File: src/rtl/miriscv_pkg.sv
// Shared types for the miriscv memory arbiter: data width and transaction owner IDs.
package miriscv_pkg;

  localparam int unsigned XLEN = 32;

  typedef enum logic {
    ARB_OWNER_INSTR,
    ARB_OWNER_DATA
  } arb_owner_e;

endpackage

File: src/rtl/miriscv_arb_owner_fifo.sv
// In-order FIFO of owner IDs, one entry per granted but unanswered memory transaction.
module miriscv_arb_owner_fifo
  import miriscv_pkg::*;
#(
  parameter int unsigned DEPTH = 2
) (
  input  logic       clk,
  input  logic       rst,
  input  logic       push,
  input  arb_owner_e push_owner,
  input  logic       pop,
  output arb_owner_e head,
  output logic       full,
  output logic       empty
);

  localparam int unsigned PtrW = (DEPTH > 1) ? $clog2(DEPTH) : 1;
  localparam int unsigned CntW = $clog2(DEPTH + 1);

  arb_owner_e            mem_q [DEPTH];
  logic [PtrW-1:0]       wr_ptr_q, rd_ptr_q;
  logic [CntW-1:0]       count_q;
  logic                  do_push, do_pop;

  // Explicit wrap so depths that are not a power of two stay in range.
  function automatic logic [PtrW-1:0] ptr_next(input logic [PtrW-1:0] ptr);
    return (ptr == PtrW'(DEPTH - 1)) ? '0 : ptr + 1'b1;
  endfunction

  always_comb begin
    full    = (count_q == CntW'(DEPTH));
    empty   = (count_q == '0);
    do_push = push && !full;
    do_pop  = pop && !empty;
    head    = mem_q[rd_ptr_q];
  end

  always_ff @(posedge clk) begin
    if (rst) begin
      wr_ptr_q <= '0;
      rd_ptr_q <= '0;
      count_q  <= '0;
    end else begin
      if (do_push) wr_ptr_q <= ptr_next(wr_ptr_q);
      if (do_pop)  rd_ptr_q <= ptr_next(rd_ptr_q);
      if (do_push && !do_pop)      count_q <= count_q + 1'b1;
      else if (do_pop && !do_push) count_q <= count_q - 1'b1;
    end
  end

  always_ff @(posedge clk) begin
    if (do_push) mem_q[wr_ptr_q] <= push_owner;
  end

endmodule

File: src/rtl/miriscv_mem_arbiter.sv
// Shares one memory port between fetch and LSU: data-priority arbitration with a fetch
// anti-starvation streak limit, and in-order response routing back to each owner.
module miriscv_mem_arbiter
  import miriscv_pkg::*;
#(
  parameter int unsigned MAX_DATA_STREAK = 4,
  parameter int unsigned OUTSTANDING     = 2
) (
  input  logic              clk_i,
  input  logic              rst_i,
  input  logic              instr_req_i,
  input  logic [XLEN-1:0]   instr_addr_i,
  output logic              instr_gnt_o,
  output logic              instr_rvalid_o,
  output logic [XLEN-1:0]   instr_rdata_o,
  input  logic              data_req_i,
  input  logic              data_we_i,
  input  logic [XLEN/8-1:0] data_be_i,
  input  logic [XLEN-1:0]   data_addr_i,
  input  logic [XLEN-1:0]   data_wdata_i,
  output logic              data_gnt_o,
  output logic              data_rvalid_o,
  output logic [XLEN-1:0]   data_rdata_o,
  output logic              mem_req_o,
  output logic              mem_we_o,
  output logic [XLEN/8-1:0] mem_be_o,
  output logic [XLEN-1:0]   mem_addr_o,
  output logic [XLEN-1:0]   mem_wdata_o,
  input  logic              mem_gnt_i,
  input  logic              mem_rvalid_i,
  input  logic [XLEN-1:0]   mem_rdata_i,
  output logic              arb_err_o
);

  localparam int unsigned StreakW = $clog2(MAX_DATA_STREAK + 1);

  logic [StreakW-1:0] streak_q;
  logic               streak_max;
  logic               arb_err_q;
  logic               sel_instr, sel_data;
  logic               fifo_full, fifo_empty;
  logic               rsp_valid;
  arb_owner_e         head_owner, push_owner;

  always_comb begin
    streak_max = (streak_q == StreakW'(MAX_DATA_STREAK));
    // A full tracker blocks all requests, independent of any same-cycle response.
    sel_instr  = !rst_i && !fifo_full && instr_req_i && (!data_req_i || streak_max);
    sel_data   = !rst_i && !fifo_full && data_req_i && !sel_instr;

    mem_req_o   = sel_instr || sel_data;
    instr_gnt_o = mem_gnt_i && sel_instr;
    data_gnt_o  = mem_gnt_i && sel_data;

    mem_we_o    = 1'b0;
    mem_be_o    = '0;
    mem_addr_o  = '0;
    mem_wdata_o = '0;
    if (sel_data) begin
      mem_we_o    = data_we_i;
      mem_be_o    = data_be_i;
      mem_addr_o  = data_addr_i;
      mem_wdata_o = data_wdata_i;
    end else if (sel_instr) begin
      mem_be_o    = '1;
      mem_addr_o  = instr_addr_i;
    end

    push_owner     = data_gnt_o ? ARB_OWNER_DATA : ARB_OWNER_INSTR;
    rsp_valid      = !rst_i && mem_rvalid_i && !fifo_empty;
    instr_rvalid_o = rsp_valid && (head_owner == ARB_OWNER_INSTR);
    data_rvalid_o  = rsp_valid && (head_owner == ARB_OWNER_DATA);
    instr_rdata_o  = rst_i ? '0 : mem_rdata_i;
    data_rdata_o   = rst_i ? '0 : mem_rdata_i;
    arb_err_o      = arb_err_q && !rst_i;
  end

  miriscv_arb_owner_fifo #(
    .DEPTH (OUTSTANDING)
  ) u_owner_fifo (
    .clk        (clk_i),
    .rst        (rst_i),
    .push       (instr_gnt_o || data_gnt_o),
    .push_owner (push_owner),
    .pop        (rsp_valid),
    .head       (head_owner),
    .full       (fifo_full),
    .empty      (fifo_empty)
  );

  always_ff @(posedge clk_i) begin
    if (rst_i) begin
      streak_q  <= '0;
      arb_err_q <= 1'b0;
    end else begin
      if (!instr_req_i || instr_gnt_o) begin
        streak_q <= '0;
      end else if (data_gnt_o && !streak_max) begin
        streak_q <= streak_q + 1'b1;
      end
      if (mem_rvalid_i && fifo_empty) arb_err_q <= 1'b1;
    end
  end

endmodule
File: config.mk
export PLATFORM = sky130hd
export DESIGN_NAME = miriscv_mem_arbiter
export DESIGN_NICKNAME = d
export VERILOG_FILES = /design/src/rtl/miriscv_pkg.sv /design/src/rtl/miriscv_arb_owner_fifo.sv /design/src/rtl/miriscv_mem_arbiter.sv
export SDC_FILE = /design/constraint.sdc
export NUM_CORES = 1
export LEC_CHECK = 0
export CAP_MARGIN = 20
export CORE_AREA = 2 2 108 110
export CTS_CLUSTER_DIAMETER = 50
export DETAILED_ROUTE_END_ITERATION = 10
export DIE_AREA = 0 0 110 112
export PLACE_DENSITY_LB_ADDON = 0.3
export SLEW_MARGIN = 20
export SYNTH_ARGS = -nofsm -noshare
export SYNTH_HDL_FRONTEND = slang
export SYNTH_SLANG_ARGS = --single-unit
File: constraint.sdc
create_clock -name clk_i -period 2 [get_ports clk_i]
set_input_delay 0.3 -clock clk_i [delete_from_list [all_inputs] [get_ports clk_i]]
set_output_delay 0.3 -clock clk_i [all_outputs]
set_load 0.02 [all_outputs]
==> out/qor.tcl, run 1 <==
set qor(synthTopCellsByArea) {nand3_1 (18%), buf_4 (13%), and2_1 (12%), nor2b_1 (12%), a21oi_1 (12%)}
set qor(cell_with_the_most_instances_after_synthesis) {nand3_1}
set qor(slew_hr) 0.788
set qor(path_delay_family) {simple AND/OR/NAND/NOR gates}
set qor(max-clock-path-buffers) 2
set qor(crit_path_max_incr_delay_ns) 0.48
set qor(finalWirelength_um) 9940
set qor(synth_largest_type_area_fraction) 0.176
set qor(port_buffers) 277
set qor(layout_area_growth_over_synthesis_pct) 147
set qor(min_delay_path_depth) 2
set qor(number_of_distinct_library_cell_variants_in_the_gate_level_netlist_after_synthesis) 32
set qor(design_area_mm2) 0.00457
set qor(clkSinkCount) 11
set qor(yosysTopAreaCell) {nand3_1}
set qor(dp_hpwl_um) 7810
set qor(final_layout_size_suffix_gt1_frac) 0.222
set qor(worst_hold_path_type) {flip-flop to flip-flop}
set qor(core.rowCount) 39
set qor(path_cells) {clkdlybuf4s50_1, nand2b_1, or2_2, buf_4, ha_1, or3_1, a21oi_1}
set qor(design_power_total_w) 0.00176
set qor(vias) 2972
set qor(placed_cell_area_mm2) 0.00474
set qor(post_synth_instance_area_mm2) 0.00185
set qor(clock-root-buffer) {clkbuf_16}
set qor(reg2reg_setup_slack_ns) 0.15
set qor(seq_area_frac_synth) 0.130
set qor(remaining_drc_errors) 0
set qor(maxSlewViolCount) 0
set qor(die-area_mm2) 0.0123
set qor(critPathMaxFanout) 3
set qor(dr_wl_met3_um) 1080
set qor(worst_ep_required_time_ns) 2.17
set qor(clock_tree.htree_level_count) 1
set qor(initial_core_util) 0.166
set qor(synth.yosys.warnings) 0
set qor(floorplan.io_pins) 278
set qor(worst_setup_path_start_kind) {primary input}
set qor(worstReg2RegEnd) {u_owner_fifo.count_q[1]$_SDFFE_PP0P_}
set qor(clock_insertion_delay_worst_skew_ns) 0.24
set qor(num-nets-final) 692
set qor(core_area_mm2) 0.0112
set qor(postSynth.asyncResetShare) 0
set qor(drt_iter0_drc) 150
set qor(global_route_wire_length_before_repair_um) 14200
set qor(timing.final.crit_share) 0.969
set qor(first_global_vias) 2791
set qor(net_count_after_synthesis) 436
set qor(postSynthRegisterBits) 11
set qor(clk_pin_slew_ns) 0.04
set qor(dieHeight_um) 112
set qor(floorplan.die.width_um) 110
set qor(worst_clock_skew_ns) 0.00114
set qor(timing.fmax_mhz) 516
set qor(peakVddDrop_mv) 0.188
set qor(worstHoldEndpoint) {arb_err_q$_SDFFE_PP0P_}
set qor(setup_violations) 0
set qor(timing.hold.worst.start) {arb_err_q$_SDFFE_PP0P_}
set qor(timing.critical_path.buf_inv) 2
set qor(avgRoutedWirePerCell_um) 14.3
set qor(ys_top_cells_by_count) {nand3_1 (65), a21oi_1 (43), and2_1 (35), nor2b_1 (35), buf_4 (32)}
set qor(finalHoldViolCount) 0
set qor(antenna_violations_before_repair) 1
set qor(dominantRegCellSynth) {dfxtp_1}
set qor(total_leakage_power_nw) 2.16
set qor(final.min_clock_period_ns) 1.94
set qor(crit_slowest_cell) {clkdlybuf4s50_1}
set qor(worst-setup-path-type) {primary input to flip-flop}
set qor(synth-edff-count) 2
set qor(power.density_mw_per_mm2) 385
set qor(grt_max_degree) 38
set qor(cp.arrival_ns) 2.11
set qor(gr-total-overflow) 0
set qor(gpl.final_weighted_congestion) 0.766
set qor(grt_setup_unrepaired) {no}
set qor(nFillCells) 1166
set qor(gr-usage-all-layers) 0.144
set qor(register_area_um2) 243
set qor(run_status) {complete, no violations}
set qor(endpoint_kind) {flip-flop}
set qor(cts_hold_buffers) 0
set qor(cts-buffers-inserted) 3
set qor(routedLengthMet1_um) 3480
set qor(syn_inst) 294
set qor(max_cap_viol_count) 0
set qor(firstDrtPassIters) 4
set qor(routed_via_density) 4.29
set qor(remaining_antenna_violation_count) 0
set qor(worstReg2RegStart) {u_owner_fifo.count_q[0]$_SDFFE_PP0P_}
set qor(avg_inst_size_synth_um2) 6.30
set qor(multiInputGateArea_mm2) 0.00130
set qor(tritoncts) {built}
set qor(reg2reg_depth) 7
set qor(worst-slew-pin-transition_ns) 0.315
set qor(detailroute.wirelength.met2_um) 5300
set qor(highest-signal-layer) {met4}
logic make-up (layout without fill, tap and decap cells):
family	after synthesis	count (layout)	share of synthesized area
xor gates and xnor gates	2	2	0.00945
AOI/OAI and AO/OA	55	55	0.163
muxes	1	1	0.00540
adders and majority gates	3	3	0.0203
DFF	11	11	0.130
and+or+nand+nor	160	160	0.477
buffers and inverters	62	317	0.194
other	0	1	0
layer usage:
| layer | global-route usage | up-vias |
|---|---|---|
| li1 | - | 1483 |
| met1 | 0.150 | 1342 |
| met2 | 0.284 | 141 |
| met3 | 0.0351 | 6 |
| met4 | 0.0278 | 0 |
| met5 | 0 | - |
report_power, final:
group / switching (W) / internal [W] / total, W
Sequential: 0.0000105 / 0.000246 / 0.000257
Combinational: 0.000547 / 0.000585 / 0.00113
Clock: 0.000102 / 0.000268 / 0.000370
Total: 0.000659 / 0.00110 / 0.00176
flip-flops by register name, indices dropped and copies added (netlist names), named ones only:
signal,flops
streak_q,3
u_owner_fifo.count_q,2
u_owner_fifo.mem_q,2
arb_err_q,1
u_owner_fifo.rd_ptr_q,1
u_owner_fifo.wr_ptr_q,1
placed cells by master (no fill, tap or decap), types with 2 or more instances in the layout:
cell | Yosys | routed
clkdlybuf4s50_1 | 0 | 135
dlygate4sd2_1 | 0 | 68
nand3_1 | 65 | 64
buf_2 | 4 | 58
a21oi_1 | 43 | 43
nor2b_1 | 35 | 35
and2_1 | 35 | 33
buf_4 | 32 | 31
nor2_1 | 7 | 7
dfxtp_1 | 9 | 7
nand2_1 | 7 | 6
buf_12 | 0 | 6
o21ai_0 | 5 | 5
buf_6 | 0 | 5
clkdlybuf4s15_2 | 0 | 4
inv_1 | 4 | 3
clkbuf_16 | 0 | 3
nor3_1 | 2 | 2
nand2b_1 | 2 | 2
and2_4 | 0 | 2
or3_1 | 2 | 2
xor2_1 | 2 | 2
nand4_1 | 2 | 2
ha_1 | 3 | 2
dfxtp_2 | 0 | 2
edfxtp_1 | 2 | 2
cell type report:
| class | count | area share |
|---|---|---|
| Sequential cell | 11 | 0.0531 |
| Antenna cell | 1 | 0.000548 |
| Clock buffer | 4 | 0.0173 |
| Multi-Input combinational cell | 221 | 0.285 |
| Inverter | 4 | 0.00329 |
| Timing Repair Buffer | 309 | 0.602 |
| Tap cell | 143 | 0.0392 |
tightest hold or removal path, cell delays in order, from the launching register on:
cell     delay [ns]
dfxtp_1        0.32
a21oi_1        0.04
nor2_1         0.07
what timing repair did:
action | CTS | global route
buffers inserted | 1 | 0
pin swaps | 3 | 1
endpoints found under the setup margin | 140 | 20
resized for setup | 373 | 15
cloned | 3 | 0
how the worst max path moves through the flow:
stage / from / to / slack [ns] / cells past startpoint
final: mem_rvalid_i / u_owner_fifo.count_q[1]$_SDFFE_PP0P_ / 0.06 / 7
after global routing: mem_rvalid_i / u_owner_fifo.count_q[1]$_SDFFE_PP0P_ / 0.003 / 8
after CTS: streak_q[1]$_SDFFE_PP0P_ / mem_wdata_o[13] / 0.002 / 8
after detailed placement: instr_req_i / mem_wdata_o[10] / -0.43 / 6
after global placement: rst_i / mem_wdata_o[24] / -0.37 / 6
after floorplan: streak_q[0]$_SDFFE_PP0P_ / mem_addr_o[22] / 0.17 / 7
through the flow:
step	utilization	hold slack (ns)	TNS (ns)	std cells	setup slack [ns]
2_1_floorplan	-	0.429	0	294	0.168
3_3_place_gp	0.424	0.466	-34.68	685	-0.372
3_5_place_dp	0.424	0.460	-38.61	685	-0.427
4_1_cts	0.408	0.472	0	693	0.00160
5_1_grt	0.409	0.523	0	692	0.00291
6_report	0.409	0.458	0	693	0.0624
Power figures use the tool's default switching activity.
==> inputs of run 2 (changes only) <==
--- a/config.mk
+++ b/config.mk
@@ -7,6 +7,7 @@
 export LEC_CHECK = 0
 export CAP_MARGIN = 20
 export CORE_AREA = 2 2 108 110
+export CTS_BUF_LIST = sky130_fd_sc_hd__clkbuf_8
 export CTS_CLUSTER_DIAMETER = 50
 export DETAILED_ROUTE_END_ITERATION = 10
 export DIE_AREA = 0 0 110 112
==> run 2 against run 1 <==
  * Cell area grew 6.9%
  * Die area is the same
  * Worst setup slack lost 0.035 ns
  * Largest cell class unchanged
  * Critical endpoint is now mem_wdata_o[18]
==> out/qor.tcl, run 2 (same netlist as run 1, synthesis figures left out) <==
set qor(power.share.combinational) 0.720
set qor(routed_via_density) 4.33
set qor(remaining_drc_errors) 0
set qor(finalHoldViolCount) 0
set qor(run_status) {complete, no violations}
set qor(cp.arrival_ns) 1.67
set qor(remaining_antenna_violation_count) 0
set qor(reg.largest.list) {streak_q (3), u_owner_fifo.count_q (2), u_owner_fifo.mem_q (2)}
set qor(path_cells) {inv_2, ha_4, nand3_4, and4_4, clkbuf_16, and2_4, buf_6}
set qor(tritoncts) {built}
set qor(max_cap_viol_count) 0
set qor(floorplan.io_pins) 278
set qor(clkSinkCount) 11
set qor(clock_tree.htree_level_count) 1
set qor(worst-setup-path-type) {flip-flop to output port}
set qor(timing.fmax_mhz) 507
set qor(clock_power_share) 0.131
set qor(setup_violations) 0
set qor(layout_area_growth_over_synthesis_pct) 164
set qor(drt_iter0_drc) 175
set qor(fin_worst_hold_slack_ns) 0.460
set qor(setup_total_negative_slack_ns) 0
set qor(finalWirelength_um) 10300
set qor(worst_clock_skew_ns) 0.00296
set qor(max-clock-path-buffers) 2
set qor(num-nets-final) 696
set qor(p_int_w) 0.00105
set qor(gpl.final_weighted_congestion) 0.766
set qor(mostFrequentLayoutCells) {clkdlybuf4s50_1 (135), dlygate4sd2_1 (67), nand3_1 (64)}
set qor(nFillCells) 1137
set qor(gr-total-overflow) 0
set qor(maxSlewViolCount) 0
set qor(critPathMaxFanout) 8
set qor(antenna_violations_before_repair) 1
set qor(timing.critical_path.buf_inv) 3
set qor(worst-slew-pin-transition_ns) 0.323
set qor(cts-buffers-inserted) 3
set qor(vias) 3016
set qor(largest_register_ffs) 3
set qor(worst_setup_path_start_kind) {flip-flop}
set qor(power.net_switching_w) 0.000672
set qor(final_layout_size_suffix_gt1_frac) 0.282
set qor(crit_slowest_cell) {and4_4}
set qor(share_seq_of_total_power) 0.149
set qor(core.rowCount) 39
set qor(timing.final.crit_share) 0.986
set qor(firstDrtPassIters) 4
set qor(cts_hold_buffers) 0
set qor(slew_hr) 0.782
set qor(port_buffers) 277
set qor(avgRoutedWirePerCell_um) 14.8
set qor(largest_reg_by_ff_count) {streak_q}
set qor(final_common_cell) {clkdlybuf4s50_1}
set qor(reg2reg_setup_slack_ns) 0.14
set qor(endpoint_kind) {output port}
set qor(floorplan.die.width_um) 110
set qor(first_global_vias) 2791
set qor(path_delay_family) {simple AND/OR/NAND/NOR gates}
set qor(crit_path_max_incr_delay_ns) 0.35
set qor(global_route_wire_length_before_repair_um) 14200
set qor(die-area_mm2) 0.0123
set qor(placed_cells) 685
set qor(final.min_clock_period_ns) 1.97
set qor(gr-usage-all-layers) 0.144
set qor(grt_max_degree) 38
set qor(worst_ep_required_time_ns) 1.70
set qor(dieHeight_um) 112
set qor(dp_hpwl_um) 7810
set qor(grt_setup_unrepaired) {yes}
set qor(sw_frac_of_total) 0.390
set qor(finish.cell_count_without_fillers) 697
set qor(power.density_mw_per_mm2) 353
set qor(clk_pin_slew_ns) 0.06
set qor(core_area_mm2) 0.0112
set qor(total_leakage_power_nw) 2.27
set qor(clock-root-buffer) {clkbuf_8}
set qor(peakVddDrop_mv) 0.151
set qor(initial_core_util) 0.166
set qor(worst_hold_path_type) {flip-flop to flip-flop}
set qor(clock_insertion_delay_worst_skew_ns) 0.24
run 2: cell count changes in the layout (fill, tap and decap cells not counted), sizes merged:
cell	before	now
buf	101	102
clkbuf	4	6
dlygate4sd2	68	67
dlymetal6s2s	0	1
inv	4	5
run 2: layer usage:
| metal | GRT usage | routed length, um | up-vias |
|---|---|---|---|
| li1 | - | - | 1494 |
| met1 | 0.151 | 3700 | 1379 |
| met2 | 0.281 | 5590 | 141 |
| met3 | 0.0357 | 1010 | 2 |
| met4 | 0.0287 | 41 | 0 |
| met5 | 0 | 0 | - |
run 2: path summary, 6_finish.rpt:
path,from,end,depth (start not counted)
hold / removal,arb_err_q$_SDFFE_PP0P_,arb_err_q$_SDFFE_PP0P_,2
setup reg to reg,u_owner_fifo.count_q[0]$_SDFFE_PP0P_,u_owner_fifo.count_q[1]$_SDFFE_PP0P_,7
setup / recovery,streak_q[0]$_SDFFE_PP0P_,mem_wdata_o[18],7
hold reg to reg,arb_err_q$_SDFFE_PP0P_,arb_err_q$_SDFFE_PP0P_,2
run 2: final cells by class:
| cell class | instances | area (um2) | share of cell area |
|---|---|---|---|
| Clock buffer | 3 | 41.3 | 0.00846 |
| Tap cell | 143 | 179 | 0.0366 |
| Multi-Input combinational cell | 221 | 1370 | 0.281 |
| Clock inverter | 1 | 3.75 | 0.000769 |
| Antenna cell | 1 | 2.50 | 0.000512 |
| Sequential cell | 11 | 243 | 0.0497 |
| Timing Repair Buffer | 313 | 3030 | 0.620 |
| Inverter | 4 | 15.0 | 0.00307 |
run 2: stage by stage:
stage	setup slack [ns]	util	total power [W]	area [um2]
3_3_place_gp	-0.372	0.424	0.00145	4740
4_1_cts	0.0103	0.402	0.00163	4500
2_1_floorplan	0.168	-	0.000795	1850
6_report	0.0274	0.437	0.00172	4880
5_1_grt	-0.0368	0.437	0.00183	4880
3_5_place_dp	-0.427	0.424	0.00147	4740
run 2: worst min-delay path: stages, from the launching register on:
cell	delay, ns
dfxtp_1	0.32
a21oi_1	0.04
nor2_1	0.07
run 2: power by group through the flow:
stage / clock, W / combinational (W) / sequential, W
finish: 0.000226 / 0.00124 / 0.000256
global route: 0.000247 / 0.00132 / 0.000259
CTS: 0.000235 / 0.00114 / 0.000256
detailed placement: 0 / 0.00121 / 0.000261
global placement: 0 / 0.00119 / 0.000260
floorplan: 0 / 0.000533 / 0.000262
run 2: timing repair:
action                                  4_1_cts  5_1_grt
endpoints found under the setup margin      140       41
gates resized for setup                     372      103
cloned                                        3        3
pin swaps                                     1       23
hold endpoints to repair                      0        0
buffers inserted                              0        1
